$ cat src/rtl/score_keeper_pkg.sv
// Shared types and constants for the score keeper: FSM states, 7-segment
// patterns for BCD digits and the blink half-period helper.
package score_keeper_pkg;

  typedef enum logic {PLAY = 1'b0, WON = 1'b1} state_e;

  // Active-high patterns, bit order {g,f,e,d,c,b,a}; entry 0 is the LSB slot.
  localparam logic [9:0][6:0] SEG_TABLE = {
    7'h6F, 7'h7F, 7'h07, 7'h7D, 7'h6D, 7'h66, 7'h4F, 7'h5B, 7'h06, 7'h3F
  };

  localparam logic [6:0] SEG_BLANK = 7'h00;

  function automatic int blink_half(input int clk_hz, input int blink_hz);
    int h;
    h = clk_hz / (2 * blink_hz);
    return (h < 1) ? 1 : h;
  endfunction

endpackage

$ cat src/rtl/seg7_decoder.sv
// Combinational BCD-to-7-segment decoder with blanking and selectable polarity.
module seg7_decoder
  import score_keeper_pkg::*;
(
  input  logic [3:0] digit,
  input  logic       blank,
  input  logic       active_low,
  output logic [6:0] seg
);

  logic [6:0] raw;

  always_comb begin
    raw = SEG_BLANK;
    if (!blank && digit <= 4'd9) raw = SEG_TABLE[digit];
    seg = active_low ? ~raw : raw;
  end

endmodule

$ cat src/rtl/score_keeper.sv
// N-player BCD score keeper with winner detection and blinking winner display.
// Define SCORE_KEEPER_WIN_BY_TWO_EN to require a two-point lead to win.
module score_keeper
  import score_keeper_pkg::*;
#(
  parameter int NUM_PLAYERS    = 2,
  parameter int DIGITS         = 2,
  parameter int WIN_SCORE      = 11,
  parameter int CLK_HZ         = 50000000,
  parameter int BLINK_HZ       = 2,
  parameter int SEG_ACTIVE_LOW = 1
) (
  input  logic                            clk_clk,
  input  logic                            reset_reset_n,
  input  logic [NUM_PLAYERS-1:0]          point_i,
  input  logic                            clear_i,
  output logic [NUM_PLAYERS*DIGITS*4-1:0] score_o,
  output logic [NUM_PLAYERS*DIGITS*7-1:0] hex_o,
  output logic [NUM_PLAYERS-1:0]          winner_o,
  output logic                            game_over_o
);

  localparam int MAX_SCORE = 10**DIGITS - 1;
  localparam int SW        = $clog2(MAX_SCORE + 1);
  localparam int HALF      = blink_half(CLK_HZ, BLINK_HZ);
  localparam int BW        = (HALF > 1) ? $clog2(HALF) : 1;
  localparam logic [SW-1:0] MAX_V = SW'(MAX_SCORE);
  localparam logic [SW-1:0] WIN_V = SW'(WIN_SCORE);
  localparam logic [BW-1:0] TC_V  = BW'(HALF - 1);
`ifdef SCORE_KEEPER_WIN_BY_TWO_EN
  localparam logic [SW:0]   TWO_V = (SW+1)'(2);
`endif

  state_e                                state_q, state_d;
  logic [NUM_PLAYERS-1:0][SW-1:0]        bin_q;
  logic [NUM_PLAYERS-1:0][DIGITS*4-1:0]  bcd_q;
  logic [NUM_PLAYERS-1:0]                win_sel, winner_q, winner_d, blank;
  logic [NUM_PLAYERS*DIGITS-1:0][6:0]    seg;
  logic [BW-1:0]                         blink_cnt;
  logic                                  blink_on;
  logic                                  ok;

  function automatic logic [DIGITS*4-1:0] bcd_inc(input logic [DIGITS*4-1:0] v);
    logic [DIGITS*4-1:0] r;
    logic                c;
    r = v;
    c = 1'b1;
    for (int d = 0; d < DIGITS; d++) begin
      if (c) begin
        if (r[d*4 +: 4] == 4'd9) r[d*4 +: 4] = 4'd0;
        else begin
          r[d*4 +: 4] = r[d*4 +: 4] + 4'd1;
          c = 1'b0;
        end
      end
    end
    return r;
  endfunction

  // Binary shadow drives the compares; BCD copy drives outputs. Both step together.
  always_ff @(posedge clk_clk) begin
    if (!reset_reset_n || clear_i) begin
      bin_q <= '0;
      bcd_q <= '0;
    end else if (state_q == PLAY) begin
      for (int k = 0; k < NUM_PLAYERS; k++) begin
        if (point_i[k] && bin_q[k] != MAX_V) begin
          bin_q[k] <= bin_q[k] + SW'(1);
          bcd_q[k] <= bcd_inc(bcd_q[k]);
        end
      end
    end
  end

  // Descending scan so the lowest qualifying index ends up selected.
  always_comb begin
    win_sel = '0;
    ok      = 1'b0;
    for (int k = NUM_PLAYERS - 1; k >= 0; k--) begin
      ok = (bin_q[k] >= WIN_V);
`ifdef SCORE_KEEPER_WIN_BY_TWO_EN
      for (int j = 0; j < NUM_PLAYERS; j++) begin
        if (j != k) begin
          if (bin_q[k] == MAX_V) ok = ok & (bin_q[k] > bin_q[j]);
          else                   ok = ok & ({1'b0, bin_q[k]} >= {1'b0, bin_q[j]} + TWO_V);
        end
      end
`endif
      if (ok) win_sel = NUM_PLAYERS'(1) << k;
    end
  end

  always_ff @(posedge clk_clk) begin
    if (!reset_reset_n) begin
      state_q  <= PLAY;
      winner_q <= '0;
    end else begin
      state_q  <= state_d;
      winner_q <= winner_d;
    end
  end

  always_comb begin
    state_d  = state_q;
    winner_d = winner_q;
    case (state_q)
      PLAY: if (|win_sel) begin
        state_d  = WON;
        winner_d = win_sel;
      end
      WON: ;
    endcase
    if (clear_i) begin
      state_d  = PLAY;
      winner_d = '0;
    end
  end

  // Held at zero/visible outside WON so each win starts with a full visible half-period.
  always_ff @(posedge clk_clk) begin
    if (!reset_reset_n || clear_i || state_q != WON) begin
      blink_cnt <= '0;
      blink_on  <= 1'b1;
    end else if (blink_cnt == TC_V) begin
      blink_cnt <= '0;
      blink_on  <= ~blink_on;
    end else begin
      blink_cnt <= blink_cnt + BW'(1);
    end
  end

  assign game_over_o = (state_q == WON);
  assign winner_o    = winner_q;
  assign score_o     = bcd_q;
  assign hex_o       = seg;

  for (genvar k = 0; k < NUM_PLAYERS; k++) begin : g_player
    assign blank[k] = game_over_o && winner_q[k] && !blink_on;
    for (genvar d = 0; d < DIGITS; d++) begin : g_digit
      seg7_decoder u_dec (
        .digit      (bcd_q[k][d*4 +: 4]),
        .blank      (blank[k]),
        .active_low (SEG_ACTIVE_LOW != 0),
        .seg        (seg[k*DIGITS + d])
      );
    end
  end

endmodule

$ cat config.mk
export PLATFORM = sky130hd
export DESIGN_NAME = score_keeper
export DESIGN_NICKNAME = d
export VERILOG_FILES = /design/src/rtl/score_keeper_pkg.sv /design/src/rtl/seg7_decoder.sv /design/src/rtl/score_keeper.sv
export SDC_FILE = /design/constraint.sdc
export NUM_CORES = 1
export LEC_CHECK = 0
export ABC_CLOCK_PERIOD_IN_PS = 2920
export BUFFER_PORTS_ARGS = -buffer_cell sky130_fd_sc_hd__buf_4
export CAP_MARGIN = 20
export CORE_UTILIZATION = 50
export CTS_BUF_LIST = sky130_fd_sc_hd__clkbuf_2
export CTS_CLUSTER_SIZE = 30
export DETAILED_ROUTE_END_ITERATION = 7
export PLACE_DENSITY = 0.72
export SLEW_MARGIN = 15
export SYNTH_ARGS = -nofsm -noshare
export SYNTH_HDL_FRONTEND = slang
export SYNTH_SLANG_ARGS = --single-unit
export TNS_END_PERCENT = 5
$ cat constraint.sdc
create_clock -name clk_clk -period 2.92 [get_ports clk_clk]
set_input_delay 0.438 -clock clk_clk [delete_from_list [all_inputs] [get_ports clk_clk]]
set_output_delay 0.438 -clock clk_clk [all_outputs]
set_load 0.02 [all_outputs]
== Word-level counts from Yosys, hierarchy flattened ==
Memories as Yosys holds them, arrays and structs flattened. A register that Yosys moved wholly into a read port is not among the register bits.
Index checks and enable logic that the tools add are counted.
Word-level totals
  memory bits (read-only): 448
  output and inout bits: 47
  register bits: 58
  memories kept: 4
Memory list
  (name not given): depth 16, bits a word 7, rd ports 1, clocked after Yosys merged registers in 1, write ports 0, line seg7_decoder.sv:15  | if (!blank && digit <= 4'd9) raw = SEG_TABLE[digit];
  (name not given): depth 16, bits a word 7, rd ports 1, clocked after Yosys merged registers in 1, write ports 0, line seg7_decoder.sv:15
  (name not given): depth 16, bits a word 7, rd ports 1, clocked after Yosys merged registers in 1, write ports 0, line seg7_decoder.sv:15
  (name not given): depth 16, bits a word 7, rd ports 1, clocked after Yosys merged registers in 1, write ports 0, line seg7_decoder.sv:15
Operators by class
  equality and inequality tests: 7
  muxes and demuxes: 32
  reductions and logical operators: 24
  bitwise logic cells: 7
  add/subtract/negate cells: 7
  $lt $le $gt $ge: 10
Operator list (count)
  $mux W7: 8
  $mux W4: 12
  $not A7 Y7: 4
  $add A24 B1 Y24 const B: 1
  $eq A24 B24 Y1 const B: 1
  $lt A4 B5 Y1 const B: 4
  $add A4 B1 Y4 const B: 4
  $eq A4 B4 Y1 const B: 4
  $le A4 B4 Y1 const B: 4
  $add A7 B1 Y7 const B: 2
  $ge A7 B4 Y1 const B: 2
  $ne A7 B7 Y1 const B: 2
  $logic_and A1 B1 Y1: 10
  $mux W1: 10
  $reduce_and A2 Y1: 3
  $reduce_and A3 Y1: 2
  $reduce_or A2 Y1: 3
  $logic_not A1 Y1: 4
  $mux W2: 2
  $not A1 Y1: 3
  $logic_or A1 B1 Y1: 2

== Longest topological paths before layout ==
  depth after elaboration: 8
  depth in mapped cells: 13
  gate-level depth less buffers: 12

== By module ==
A second synthesis with hierarchy kept.
Unflattened totals
  cells, all modules: 472
  area total of the unflattened synthesis: 4005.1 um2
By module, submodules not included
  score_keeper: times used 1, cells each 320, area each 2834.0 um2, seq. area each 1161.1 um2
  seg7_decoder: times used 4, cells each 38, area each 292.8 um2, seq. area each 0.0 um2

== Worst setup path after synthesis ==
OpenSTA, ideal clock, no wires.
  path kind: flip-flop to flip-flop
  start point: register bin_q[0] (netlist bit)
  end point: register (tool-made name)
  setup time: 0.130 ns
  arrival: 2.459 ns
  stages on the path, launching flop included: 14
  slack: 0.331 ns
  clock period less this slack: 2.589 ns
  cells stage by stage: dfxtp_1 > ha_1 > and2_1 > clkbuf_1 > a2111o_1 > mux2_2 > nand2_1 > inv_1 > ha_1 > inv_1 > nor3_1 > a21oi_1 > a211oi_1 > nor3_1
RTL lines
  from (decl): line score_keeper.sv:35  | logic [NUM_PLAYERS-1:0][SW-1:0] bin_q;
  from (signal, indexed assignment): line score_keeper.sv:68  | bin_q[k] <= bin_q[k] + SW'(1);

==> results.md <==
* Max incr delay on CP at 490 ps
* Max-slew violation count at 0
* Final WS setup at 213 ps
* Resized Gates After CTS at 0
* Largest cells by area after synthesis: dfxtp_1 (40%), ha_1 (6.7%), xnor2_1 (5.9%)
* Slew HR at 37.0%
* Cts bufs inserted at 9
* CTS tree: built
* Combinational family with the most area after synthesis: simple AND/OR/NAND/NOR gates
* Min cycle time layout at 2710 ps
* Initial core utilization at 51.9%
* Most common cell in the netlist: dfxtp_1
* Initial antenna violation count at 0
* Predominant post-synthesis flop cell: dfxtp_1
* Crit path max-delay family: compound AO/OA/AOI/OAI gates
* Vias in the first global route at 3146
* Die Span Y at 94.6 µm
* DRT iter0 DRCs at 116
* Status: finished clean
* Static Leak at 2.03 nW
* Final setup violation count at 0
* H-tree depth at 3
* Clk Latency, worst-skew pair at 540 ps
* WL per Instance at 12.9 µm
* Final GP Congestion at 0.788
* Synth Area in Simple Gates at 24.7%
* Tightest Pin Transition at 921 ps
* CP Cell Sequence: ha_1 > and2_1 > a2111o_1 > mux2_2 > nand2_1 > inv_1 > ha_1 > inv_1 > nor3_1 > a21oi_1 > a211oi_1 > nor3_1
* Worst min path class: input port to flip-flop
* Post-synth EDFFs at 0
* Synth Area in Compound Gates at 10.8%
* Clk slew on worst S/H paths at 250 ps
* Crit path max-delay cell type: a2111o_1
* Hold depth at 3
* Sw Share at 25.2%
* Max Cap Viol at 0
* Yosys Warn Count at 0
* Port bufs at 51
* Diodes inserted at 0
* Largest net degree at the start of global routing at 30
* Synth top area share at 40.2%
* Reg2Reg Depth at 12
* Mux contribution to synthesized area at 5.23%
* DRC Markers at 0
* Worst-path maximum fanout at 9
* Gate power share at 4.8%
* CP Capture Type: flip-flop
* Worst EP required at 3390 ps
* Seq/Total Area, Yosys at 40.2%
* Row count at 33
* First-pass GRT wire length at 14100 µm
* Post-DRT Antenna Nets at 0
* Routing usage on met1 at 24.9%
* XOR/XNOR Fraction of Synth Area at 8.18%
* Total grt overflow at 0
* Syn_nets at 525
* GR met3 Demand/Resource at 3.22%
* Clk sinks at 86
* Power share of the sequential group at 62.6%
* Final Cycle Share at 92.7%
* Chip width at 94.6 µm
* DP HPWL at 6100 µm
* Die area at 8940 µm²
* Critical path depth at 12
* Net Sw Power at 0.481 mW
* Routing usage on met2 at 34.0%
* CTS hold repair buffers at 0
* Critical path launch point type: flip-flop
* Dpl ws at 242 ps
* Int Pwr at 1.43 mW
* Reg-to-reg slack, setup at 210 ps
* Share of cells above drive strength 1 at 16.6%
* Core ar. at 8260 µm²
* DRT Wirelength at 8430 µm
* Routed vias at 3487
* Buf/Inv on CP at 2
* Synth Instances at 497
* Clk network pwr share at 32.5%
* Mapped cell area at 4280 µm²
* Drt pass-1 iters at 4
* Total track usage at 19.9%
* RSZ-0062 raised after global routing: false
* Clk root buf: clkbuf_2
* Synth cell count leaders: dfxtp_1 (86), nand2_1 (66), nor2_1 (65), xnor2_1 (29), inv_1 (27)
* Maximum root-to-sink buffer count at 2
* Distinct cells, synth at 53
* Post-CTS setup buffer count at 0
* Vias per cell at 5.33
* GRT busiest layer: met2
* Mean area per synthesized cell at 8.62 µm²
* Fillers at 758
* #FFs+latches synth at 86
* Asr flop ratio synth at 0%
* Post-synth top area cell: dfxtp_1
* Final Hold Viols at 0
* Final nets at 572
* Post-synthesis adder-cell area fraction at 6.72%
* Final TNS setup at 0 ps
* Skew final at 31.8 ps
* Area Growth Syn to Fin at 14.1%
* Power Density at 391 nW/µm²
* WP data arrival at 3170 ps
* # IOs at 52
* Fmax at 369 MHz
* Max IR drop VDD at 234 µV
* WS Path Type: flip-flop to flip-flop
-- final cells by class --
class	instances	area (µm²)	area share (%)
clock buffers	9	45.0	0.922
clock inverters	7	72.6	1.49
well taps	105	131	2.69
multi-input cells	364	2380	48.7
flip-flops and latches	86	1720	35.2
repair buffers	56	433	8.86
inverters	27	101	2.07
-- placed cells by master, fill, tap and decap left out, drive strengths merged, types with 4 or more instances in the layout --
master / instances
dfxtp: 86
nand2: 66
nor2: 65
buf: 56
xnor2: 29
inv: 29
ha: 23
a21oi: 23
mux2: 11
xor2: 11
nand4: 11
mux2i: 10
o21ai: 9
clkbuf: 9
nand3: 8
nor3: 8
nand2b: 7
a211oi: 7
and2: 6
nor2b: 5
and3: 5
or3: 5
a31oi: 4
nand4b: 4
and4: 4
-- power by group through the flow --
stage	Sequential, mW	Combinational [mW]	Clock, mW
final	1.20	0.0921	0.621
after global routing	1.20	0.102	0.699
after floorplan	1.22	0.0571	0
after CTS	1.20	0.0930	0.646
after detailed placement	1.22	0.0924	0
after global placement	1.22	0.0907	0
-- per-layer routing --
metal	part of all wire, %	up-vias
met5	0	-
met3	4.0	16
met2	48	73
met4	1.8	0
li1	-	1788
met1	47	1610
-- cell families (layout without fill, tap and decap cells) --
family | Yosys count | count (layout)
fa+ha+maj | 23 | 23
compound gates | 67 | 67
flops | 86 | 86
mux | 21 | 21
buf+inv | 47 | 99
simple gates | 213 | 213
xor+xnor | 40 | 40
-- worst min-delay path: cells and delay by family --
kind	cells	cell delay (ps)
simple gates	2	160
buf+inv	1	80
-- path summary, 6_finish.rpt --
path                                              start                      end
worst max-delay path              bin_q[0]$_SDFFE_PP0N_                flip-flop
worst min-delay path                            clear_i    blink_on$_SDFFE_PP1P_
worst max register to register    bin_q[0]$_SDFFE_PP0N_                flip-flop
worst min register to register  blink_cnt[0]$_SDFF_PP0_  blink_cnt[0]$_SDFF_PP0_
-- per-stage QoR --
| step | utilization, % | cell area, µm² | power [mW] | std cells | hold WS, ps |
|---|---|---|---|---|---|
| 6_report | 59.2 | 4890 | 1.91 | 654 | 171 |
| 5_1_grt | 59.2 | 4890 | 2.00 | 654 | 141 |
| 4_1_cts | 59.2 | 4890 | 1.94 | 654 | 151 |
| 3_5_place_dp | 57.7 | 4770 | 1.31 | 638 | 439 |
| 3_3_place_gp | 57.7 | 4770 | 1.31 | 638 | 424 |
| 2_1_floorplan | - | 4280 | 1.28 | 497 | 413 |
Power figures use the tool's default switching activity.
